==> config.mk <==
export PLATFORM = sky130hd
export DESIGN_NAME = dispatch_pipe
export DESIGN_NICKNAME = d
export VERILOG_FILES = /design/src/rtl/dispatch_pipe_pkg.sv /design/src/rtl/dispatch_decode.sv /design/src/rtl/dispatch_pipe.sv
export SDC_FILE = /design/constraint.sdc
export NUM_CORES = 1
export LEC_CHECK = 0
export CORE_AREA = 2 2 168 170
export DETAILED_ROUTE_END_ITERATION = 8
export DIE_AREA = 0 0 170 172
export PLACE_DENSITY = 0.6
export SYNTH_ARGS = -nofsm -noshare
export SYNTH_HDL_FRONTEND = slang
export SYNTH_SLANG_ARGS = --single-unit
==> constraint.sdc <==
create_clock -name clk -period 3.05 [get_ports clk]
set_input_delay 0.61 -clock clk [delete_from_list [all_inputs] [get_ports clk]]
set_output_delay 0.61 -clock clk [all_outputs]
set_load 0.02 [all_outputs]
==> src/rtl/dispatch_pipe_pkg.sv <==
// Shared constants for the dispatch stage: MIPS opcode/funct values, issue-queue
// channel indices, FSM state encoding and the branch-target helper.
package dispatch_pipe_pkg;

  localparam logic [5:0] OP_RTYPE = 6'h00;
  localparam logic [5:0] OP_J     = 6'h02;
  localparam logic [5:0] OP_BEQ   = 6'h04;
  localparam logic [5:0] OP_BNE   = 6'h05;
  localparam logic [5:0] OP_LW    = 6'h23;
  localparam logic [5:0] OP_SW    = 6'h2B;

  localparam logic [5:0] FN_MULT  = 6'h18;
  localparam logic [5:0] FN_DIV   = 6'h1A;

  localparam logic [1:0] EQ_LS    = 2'd0;
  localparam logic [1:0] EQ_INT   = 2'd1;
  localparam logic [1:0] EQ_MULT  = 2'd2;
  localparam logic [1:0] EQ_DIV   = 2'd3;

  typedef enum logic [0:0] {
    StDispatch,
    StBrStall
  } disp_state_e;

  function automatic logic [31:0] branch_target(input logic [31:0] pc4, input logic [15:0] imm);
    return pc4 + {{14{imm[15]}}, imm, 2'b00};
  endfunction

endpackage

==> src/rtl/dispatch_decode.sv <==
// Combinational decode of the instruction held in the dispatch decode register:
// issue channel, tag/RST needs, destination register and control-flow class.
module dispatch_decode
  import dispatch_pipe_pkg::*;
#(
  parameter int unsigned W_ADDR = 5
) (
  input  logic [31:0]       inst_i,
  output logic              valid_o,
  output logic              needs_tag_o,
  output logic              writes_rst_o,
  output logic              is_branch_o,
  output logic              is_jump_o,
  output logic              is_lw_o,
  output logic [1:0]        ch_o,
  output logic [W_ADDR-1:0] dest_o,
  output logic [5:0]        opcode_o
);

  logic [5:0] op;
  logic [5:0] funct;
  logic       unused_shamt;

  assign op           = inst_i[31:26];
  assign funct        = inst_i[5:0];
  assign unused_shamt = ^inst_i[10:6];

  always_comb begin
    valid_o      = 1'b0;
    needs_tag_o  = 1'b0;
    writes_rst_o = 1'b0;
    is_branch_o  = 1'b0;
    is_jump_o    = 1'b0;
    is_lw_o      = 1'b0;
    ch_o         = EQ_INT;
    dest_o       = '0;
    opcode_o     = op;
    unique case (op)
      OP_RTYPE: begin
        valid_o      = 1'b1;
        needs_tag_o  = 1'b1;
        writes_rst_o = 1'b1;
        dest_o       = W_ADDR'(inst_i[15:11]);
        opcode_o     = funct;
        if (funct == FN_MULT)     ch_o = EQ_MULT;
        else if (funct == FN_DIV) ch_o = EQ_DIV;
        else                      ch_o = EQ_INT;
      end
      OP_BEQ, OP_BNE: begin
        valid_o     = 1'b1;
        needs_tag_o = 1'b1;
        is_branch_o = 1'b1;
        ch_o        = EQ_INT;
      end
      OP_LW: begin
        valid_o      = 1'b1;
        needs_tag_o  = 1'b1;
        writes_rst_o = 1'b1;
        is_lw_o      = 1'b1;
        dest_o       = W_ADDR'(inst_i[20:16]);
        ch_o         = EQ_LS;
      end
      OP_SW: begin
        valid_o     = 1'b1;
        needs_tag_o = 1'b1;
        ch_o        = EQ_LS;
      end
      OP_J: begin
        valid_o   = 1'b1;
        is_jump_o = 1'b1;
      end
      default: ;
    endcase
  end

endmodule

==> src/rtl/dispatch_pipe.sv <==
// Tomasulo dispatch stage with a one-entry decode register and a tag-matched branch stall.
// Optional performance counters are built when DISPATCH_PERF_CNT_EN is defined.
module dispatch_pipe
  import dispatch_pipe_pkg::*;
#(
  parameter int unsigned W_TAG  = 6,
  parameter int unsigned W_DATA = 32,
  parameter int unsigned W_ADDR = 5,
  parameter int unsigned N_EQ   = 4
) (
  input  logic              clk,
  input  logic              reset,
  input  logic [31:0]       ifq_inst,
  input  logic [31:0]       ifq_pcout_plus4,
  input  logic              ifq_empty,
  output logic              ifq_ren,
  output logic              ifq_branch_valid,
  output logic [31:0]       ifq_branch_addr,
  input  logic              cdb_valid,
  input  logic [W_TAG-1:0]  cdb_tag,
  input  logic [W_DATA-1:0] cdb_data,
  input  logic              cdb_branch,
  input  logic              cdb_branch_taken,
  output logic              tag_ren,
  input  logic [W_TAG-1:0]  tag_in,
  input  logic              tag_empty,
  output logic [W_ADDR-1:0] rf_rsaddr,
  output logic [W_ADDR-1:0] rf_rtaddr,
  input  logic [W_DATA-1:0] rf_rsdata,
  input  logic [W_DATA-1:0] rf_rtdata,
  output logic [W_ADDR-1:0] rst_rsaddr,
  output logic [W_ADDR-1:0] rst_rtaddr,
  input  logic [W_TAG-1:0]  rst_rstag,
  input  logic [W_TAG-1:0]  rst_rttag,
  input  logic              rst_rspend,
  input  logic              rst_rtpend,
  output logic              rst_wen,
  output logic [W_ADDR-1:0] rst_waddr,
  output logic [W_TAG-1:0]  rst_wtag,
  output logic [N_EQ-1:0]   eq_en,
  input  logic [N_EQ-1:0]   eq_ready,
  output logic [5:0]        eq_opcode,
  output logic [15:0]       eq_imm,
  output logic [W_TAG-1:0]  eq_rdtag,
  output logic [W_TAG-1:0]  eq_rstag,
  output logic [W_TAG-1:0]  eq_rttag,
  output logic [W_DATA-1:0] eq_rsdata,
  output logic [W_DATA-1:0] eq_rtdata,
  output logic              eq_rsvalid,
  output logic              eq_rtvalid,
  output logic [31:0]       perf_dispatched,
  output logic [31:0]       perf_stalls
);

  disp_state_e      state_q, state_d;
  logic             dv_q, dv_d;
  logic [31:0]      inst_q, inst_d;
  logic [31:0]      pc4_q, pc4_d;
  logic [W_TAG-1:0] br_tag_q, br_tag_d;
  logic [31:0]      br_target_q, br_target_d;

  logic              dec_valid, dec_needs_tag, dec_writes_rst;
  logic              dec_is_branch, dec_is_jump, dec_is_lw;
  logic [1:0]        dec_ch;
  logic [W_ADDR-1:0] dec_dest;
  logic [5:0]        dec_opcode;

  logic in_dispatch, fire, jump_now, drop, br_hit, br_taken;
  logic rs_fwd, rt_fwd;

  dispatch_decode #(
    .W_ADDR(W_ADDR)
  ) u_decode (
    .inst_i      (inst_q),
    .valid_o     (dec_valid),
    .needs_tag_o (dec_needs_tag),
    .writes_rst_o(dec_writes_rst),
    .is_branch_o (dec_is_branch),
    .is_jump_o   (dec_is_jump),
    .is_lw_o     (dec_is_lw),
    .ch_o        (dec_ch),
    .dest_o      (dec_dest),
    .opcode_o    (dec_opcode)
  );

  // Every control term is gated by reset so all strobes are low while it is held.
  always_comb begin
    in_dispatch = !reset && (state_q == StDispatch);
    fire        = in_dispatch && dv_q && dec_needs_tag && eq_ready[dec_ch] && !tag_empty;
    jump_now    = in_dispatch && dv_q && dec_is_jump;
    drop        = in_dispatch && dv_q && !dec_valid;
    br_hit      = !reset && (state_q == StBrStall) && cdb_valid && cdb_branch &&
                  (cdb_tag == br_tag_q);
    br_taken    = br_hit && cdb_branch_taken;
    ifq_ren     = in_dispatch && !ifq_empty && (!dv_q || fire) && !jump_now;
  end

  always_comb begin
    state_d     = state_q;
    dv_d        = dv_q;
    inst_d      = inst_q;
    pc4_d       = pc4_q;
    br_tag_d    = br_tag_q;
    br_target_d = br_target_q;
    if (fire || jump_now || drop || br_taken) dv_d = 1'b0;
    if (ifq_ren) begin
      dv_d   = 1'b1;
      inst_d = ifq_inst;
      pc4_d  = ifq_pcout_plus4;
    end
    if (fire && dec_is_branch) begin
      state_d     = StBrStall;
      br_tag_d    = tag_in;
      br_target_d = branch_target(pc4_q, inst_q[15:0]);
    end
    if (br_hit) state_d = StDispatch;
  end

  always_ff @(posedge clk) begin
    if (reset) begin
      state_q     <= StDispatch;
      dv_q        <= 1'b0;
      inst_q      <= '0;
      pc4_q       <= '0;
      br_tag_q    <= '0;
      br_target_q <= '0;
    end else begin
      state_q     <= state_d;
      dv_q        <= dv_d;
      inst_q      <= inst_d;
      pc4_q       <= pc4_d;
      br_tag_q    <= br_tag_d;
      br_target_q <= br_target_d;
    end
  end

  always_comb begin
    ifq_branch_valid = jump_now || br_taken;
    if (jump_now)      ifq_branch_addr = {pc4_q[31:28], inst_q[25:0], 2'b00};
    else if (br_taken) ifq_branch_addr = br_target_q;
    else               ifq_branch_addr = '0;
  end

  always_comb begin
    eq_en         = '0;
    eq_en[dec_ch] = fire;
    tag_ren       = fire;
    eq_rdtag      = tag_in;
    eq_opcode     = dec_opcode;
    eq_imm        = inst_q[15:0];
    rst_wen       = fire && dec_writes_rst && (dec_dest != '0);
    rst_waddr     = dec_dest;
    rst_wtag      = tag_in;
  end

  // Operand capture: a same-cycle CDB broadcast of the pending tag supplies the value.
  always_comb begin
    rf_rsaddr  = W_ADDR'(inst_q[25:21]);
    rf_rtaddr  = W_ADDR'(inst_q[20:16]);
    rst_rsaddr = W_ADDR'(inst_q[25:21]);
    rst_rtaddr = W_ADDR'(inst_q[20:16]);
    rs_fwd     = cdb_valid && (cdb_tag == rst_rstag);
    rt_fwd     = cdb_valid && (cdb_tag == rst_rttag);
    eq_rstag   = rst_rstag;
    eq_rttag   = rst_rttag;
    eq_rsvalid = !rst_rspend || rs_fwd;
    eq_rtvalid = dec_is_lw || !rst_rtpend || rt_fwd;
    eq_rsdata  = rs_fwd ? cdb_data : rf_rsdata;
    eq_rtdata  = rt_fwd ? cdb_data : rf_rtdata;
  end

`ifdef DISPATCH_PERF_CNT_EN
  logic [31:0] perf_disp_q, perf_disp_d;
  logic [31:0] perf_stall_q, perf_stall_d;

  always_comb begin
    perf_disp_d  = perf_disp_q + {31'd0, fire};
    perf_stall_d = perf_stall_q + {31'd0, dv_q && !fire};
  end

  always_ff @(posedge clk) begin
    if (reset) begin
      perf_disp_q  <= '0;
      perf_stall_q <= '0;
    end else begin
      perf_disp_q  <= perf_disp_d;
      perf_stall_q <= perf_stall_d;
    end
  end

  assign perf_dispatched = perf_disp_q;
  assign perf_stalls     = perf_stall_q;
`else
  assign perf_dispatched = '0;
  assign perf_stalls     = '0;
`endif

endmodule

* Yosys cells after proc, flatten, opt, wreduce, memory -nomap -nowiden *
Index checks and enable logic that the tools add are counted.

word-level totals
  bits in registers = 104
  bits of input ports = 197
  output and inout bits = 241
  word-level logic and storage cells = 88

cells by class
  add/sub/neg operators = 1
  order comparisons = 2
  equal/unequal tests = 10
  muxes and demuxes = 21
  bitwise operators = 2
  reductions and logical operators = 46

operator list
  cell                                                        count
  2-to-1 mux 32 bit                                           4
  adder 32 bit                                                1
  logical AND 1 bit                                           21
  == test 6 bit                                               3
  == test 6 x 3 -> 1 bit, second input constant               2
  == test 6 x 5 -> 1 bit, second input constant               2
  == test 6 bit, second input constant                        2
  2-to-1 mux 1 bit                                            10
  case mux 5 bit (2 select lines)                             1
  logical NOT 1 bit                                           8
  logical OR 1 bit                                            8
  OR reduction 2 bit                                          4
  == test 6 x 2 -> 1 bit, second input constant               1
  logical NOT 6 bit                                           1
  2-to-1 mux 6 bit                                            1
  OR reduction 6 bit                                          1
  nonzero test 5 bit                                          1
  OR reduction 5 bit                                          1
  AND 4 bit                                                   1
  2-to-1 mux 2 bit                                            2
  case mux 2 bit (2 select lines)                             1
  less-than comparator 2 x 3 -> 1 bit, second input constant  1
  binary-select mux 1 bit (select 2 bit)                      1
  demux 1 bit (select 2 bit)                                  1
  3 further kinds                                             3

* Logic depth before layout (Yosys ltp) *
  depth in word-level cells = 13
  gate-level depth with buffers = 10
  mapped depth without buffers = 9

* Cells and area by module *
A second synthesis with hierarchy kept.

unflattened totals
  cells, all modules = 1033
  area, all modules = 8235.4 um2

by module, submodules not included
  module           instances  cells each  area an instance (um2)  seq. area each (um2)
  dispatch_pipe    1          1004        8017.7                  2082.0
  dispatch_decode  1          29          217.7                   0.0

* Worst setup path before layout *
No wires, ideal clock.

  path type = input-to-output
  start point = input port cdb_tag[5]
  end point = output port eq_rsdata[10]
  arrival time = 2.221 ns
  data required time = 2.440 ns
  path slack = 0.219 ns
  stages on the path = 4
  path buffers = 1
  cells stage by stage = xor2_1 nor4_1 clkbuf_1 mux2_2

on the way
  longest elaborated chain between the ends = 3

ends and longest elaborated chain
  element             RTL line              text
  start: declaration  dispatch_pipe.sv:20   input logic [W_TAG-1:0] cdb_tag,
  == test 6 bit       dispatch_pipe.sv:162  rs_fwd = cdb_valid && (cdb_tag == rst_rstag);
  logical AND 1 bit   dispatch_pipe.sv:162
  2-to-1 mux 32 bit   dispatch_pipe.sv:168  eq_rsdata = rs_fwd ? cdb_data : rf_rsdata;
  end: declaration    dispatch_pipe.sv:47   output logic [W_DATA-1:0] eq_rsdata,

No other way between the ends.

* Worst setup path after layout *
  start point = register inst_q[5]
  end point = output port eq_en[2]

on the way
  longest elaborated chain between the ends = 9
  elaborated cells between the ends (all ways) = 15
  classes of those cells = 2 x order compare; 2 x eq/ne; 7 x mux; 1 x bitwise; 3 x reduce/logical

ends and longest elaborated chain
  element                                                                                  RTL line                                   text
  start: declaration                                                                       dispatch_pipe.sv:57                        logic [31:0] inst_q, inst_d;
  start signal: assignment                                                                 dispatch_pipe.sv:130                       inst_q <= inst_d;
  == test 6 x 5 -> 1 bit                                                                   dispatch_decode.sv:46                      else if (funct == FN_DIV) ch_o = EQ_DIV;
  2-to-1 mux 2 bit                                                                         dispatch_decode.sv:46
  2-to-1 mux 2 bit *                                                                       dispatch_decode.sv:45                      if (funct == FN_MULT) ch_o = EQ_MULT;
  case mux 2 bit (2 select lines) *                                                        dispatch_decode.sv:38                      unique case (op)
  less-than comparator 2 x 3 -> 1 bit (implied by the code), or another cell as far along  dispatch_pipe.sv:146                       eq_en[dec_ch] = fire;
  logical AND 1 bit (implied by the code) / 2-to-1 mux 1 bit (equally long branches)       dispatch_pipe.sv:146, dispatch_pipe.sv:89
  2-to-1 mux 1 bit (implied by the code) / logical AND 1 bit (equally long branches)       dispatch_pipe.sv:146, dispatch_pipe.sv:89
  demux 1 bit (select 2 bit) / logical AND 1 bit (equally long branches)                   dispatch_pipe.sv:146, dispatch_pipe.sv:89
  AND 4 bit (no line) *                                                                    -
  end: declaration                                                                         dispatch_pipe.sv:40                        output logic [N_EQ-1:0] eq_en,

Mark *: on every way between the ends. The rest lies on a longest branch, timed or not. The select of a mux whose other input is x is not followed.

==> key figures <==
Synthesis
  • Mean Syn Cell Area: 8.00 sq um
  • Synth Register Bits: 104
  • Dominant synthesized flop cell: dfxtp_1
  • Synth Cell Area: 7900 sq um
  • Post-synth EDFFs: 0
  • Mapped Cells: 987
  • Adder-Cell Fraction of Synth Area: 4.85%
  • Synth Area in Compound Gates: 21.6%
  • Warnings, synthesis: 0
  • Synth unique cells: 72
  • Sequential-to-total area share from yosys stat: 26.4%
  • Main combinational cell family by area after synthesis: compound AO/OA/AOI/OAI gates
  • XOR/XNOR Fraction of Synth Area: 4.10%
  • Mux share of post-synthesis cell area: 9.25%
  • FFs w/ async S/R, synth: 0%
  • Simple-gate share of the synthesized area: 17.9%

GRT
  • Global-route usage over all layers: 25.1%
  • Pin count of the biggest net entering global routing: 66
  • Initial antenna violation count: 10
  • Vias in the first global route: 8,175
  • Global route overflow: 0
  • First-pass GRT wire length: 53,700 um

Clock network
  • Max clock buf depth: 2
  • Clk_lat worst skew: 0.35 ns
  • TritonCTS buffer count: 9
  • H-Tree Level Count: 3
  • Worst-path clk slew: 0.07 ns
  • TritonCTS clock tree: done
  • Clock sink count: 104
  • Root Buffer: clkbuf_16

Setup path
  • Slowest cell on crit path: dfxtp_4
  • Crit. End Element: output port
  • CP arrival: 2.45 ns
  • Setup crit start: inst_q[5]
  • Most frequent CP cell: buf_4
  • CP top delay family: simple AND/OR/NAND/NOR gates
  • CP Class: reg2out
  • Worst R2R Start: inst_q[0]
  • CP Buf/Inv Count: 3
  • CP Launch Type: register
  • Worst Path Required: 2.44 ns
  • Critical path, cell by cell: nor4b_4, buf_4, nand4_1, and3_4, o31ai_4, buf_4, nor3_1, clkdlybuf4s15_1
  • CP peak stage delay: 0.36 ns
  • CP max FO: 4

Detailed routing
  • Via-to-Cell Ratio: 5.00
  • Post-route ant nets: 0
  • DRC: 0
  • TritonRoute pass-1 iters: 5
  • Total number of vias: 8,582
  • Drt first-iter violations: 559
  • DR WL/cell: 22.6 um
  • WL final: 38,800 um

Cells and area
  • Layout cells sized above 1: 25.6%
  • Final core utilization: 45.2%
  • Fin area: 12,400 sq um
  • Non-Filler Instances: 1,717
  • Area growth, synth to finish: 57.4%
  • Nets: 1,589

Place
  • GP Congestion: 0.879
  • Dpl cells: 1,681
  • Setup Slack @ Placement: -0.607 ns
  • Post-DP HPWL: 30,600 um
  • PortBufs: 373
  • Dpl cell area: 11,900 sq um

STA
  • Worst Skew: 0.00979 ns
  • Fin Hold WS: 0.445 ns
  • RSZ-0062 raised after global routing: true
  • Post-layout worst setup margin: -0.00922 ns
  • Final Setup Violations: 1
  • Final Cycle Share: 100%
  • Setup TNS: -0.00922 ns
  • Worst-Margin Slew: 0.797 ns
  • Fmax: 0.327 GHz
  • Final min period: 3.06 ns
  • Endpoints failing hold: 0
  • Final Max Slew Viols: 0
  • Max transition margin: 46.8%

Power
  • Switching portion of total power: 32.6%
  • Peak VDD IR: 198 uV
  • P_int: 2.52 mW
  • Sequential share of power: 38.6%
  • P per Cell Area: 300 nW/um^2
  • Net Sw Power: 1.22 mW
  • Clock share of power: 29.4%
  • Leak: 5.27 nW
  • Design Power: 3.73 mW
  • Combinational share of power: 31.9%

Die
  • Die width: 170 um
  • Number of core rows: 61
  • Die Y: 172 um
  • Initial core utilization: 28.8%
  • Die area: 29,200 sq um
  • Number of placed I/O pins: 438
  • Core ar.: 27,500 sq um

Run status
  • Status: complete, but fails checks
  • Violated checks: setup timing

Worst hold path
  • Hold Startpoint: br_target_q[1]
  • Min-delay worst type: reg2reg

Run
  • Max-Cap Viols: 0
cells by family (layout without fill, tap and decap cells):
logic type,count (synthesis),after routing
AOI/OAI and AO/OA,253,253
xor gates and xnor gates,37,37
adders and majority gates,30,30
buffers and inverters,195,510
DFF,104,104
muxes,65,65
other,1,70
and+or+nand+nor,302,302
power groups by stage:
| stage | logic, mW | registers, mW | clock network (mW) |
|---|---|---|---|
| after floorplan | 0.651 | 1.46 | 0 |
| after global placement | 1.18 | 1.47 | 0 |
| after detailed placement | 1.19 | 1.47 | 0 |
| after CTS | 1.19 | 1.44 | 1.13 |
| after global routing | 1.27 | 1.45 | 1.17 |
| final | 1.19 | 1.44 | 1.10 |
cell type report:
type | count | area (sq um)
clock inverter | 4 | 31.3
sequential | 104 | 2090
multi-input combinational | 751 | 4980
tap | 346 | 433
fill | 2792 | 15000
clock buffer | 10 | 229
inverter | 17 | 63.8
timing repair buffer | 479 | 4590
antenna | 6 | 15.0
repair_timing:
item | in CTS | in global routing
setup endpoints to repair | 173 | 99
gates cloned | 7 | 0
pin swaps | 13 | 6
hold buffers | 0 | 0
buffers inserted | 13 | 0
gates resized for setup | 444 | 60
worst min-delay path, delay by kind of cell, from the launching register on:
| family | cells | cell delay, ns |
|---|---|---|
| flip-flops | 1 | 0.31 |
| AO/OA/AOI/OAI | 1 | 0.05 |
| AND/OR/NAND/NOR | 1 | 0.05 |
sequential cells by signal, indices dropped and copies added (netlist names):
signal       count
dv_q             1
inst_q          32
pc4_q           32
br_tag_q         6
state_q          1
br_target_q     32
cells in the final DEF (no fill, tap or decap), drive strengths merged, types with 9 or more instances in the layout:
cell type        n
clkdlybuf4s50  238
nand2          184
buf            182
a21oi          118
dfxtp          104
conb            64
mux2            64
a22o            35
clkdlybuf4s15   34
nor2            30
ha              29
a21o            26
o21ai           20
xnor2           20
clkbuf          20
inv             18
xor2            17
nand3           14
nand4           12
nor3            11
and3             9
cell usage after synthesis (11+ instances only):
cell      number  area share [%]
nand2_1      174             8.3
buf_4        125              12
a21oi_1      108             6.8
dfxtp_1      104              26
mux2_2        64             9.1
a22o_1        35             3.9
clkbuf_1      34             1.6
ha_1          29             4.6
nor2_1        28             1.3
a21o_1        26             2.5
xnor2_1       20             2.2
o21ai_0       19             1.2
xor2_1        17             1.9
inv_1         16            0.76
nand3_1       14            0.89
nand4_1       12            0.95
buf_2         11            0.70
metal layers:
layer	track usage (%)	part of all wire (%)	up-vias	wire length, um
met5	0	0.12	-	47
met4	9.59	3.2	6	1250
met3	6.66	7.7	64	2980
met2	40.7	47	353	18100
met1	32.1	42	4107	16500
li1	-	-	4052	-
path summary, 6_finish.rpt:
| check | end | slack, ns | cells after the start |
|---|---|---|---|
| worst max-delay path | eq_en[2] | -0.009 | 8 |
| worst min-delay path | br_target_q[1] | 0.45 | 2 |
| worst max register to register | br_target_q[20] | 0.14 | 11 |
| worst min register to register | br_target_q[1] | 0.45 | 2 |
Power figures use the tool's default switching activity.
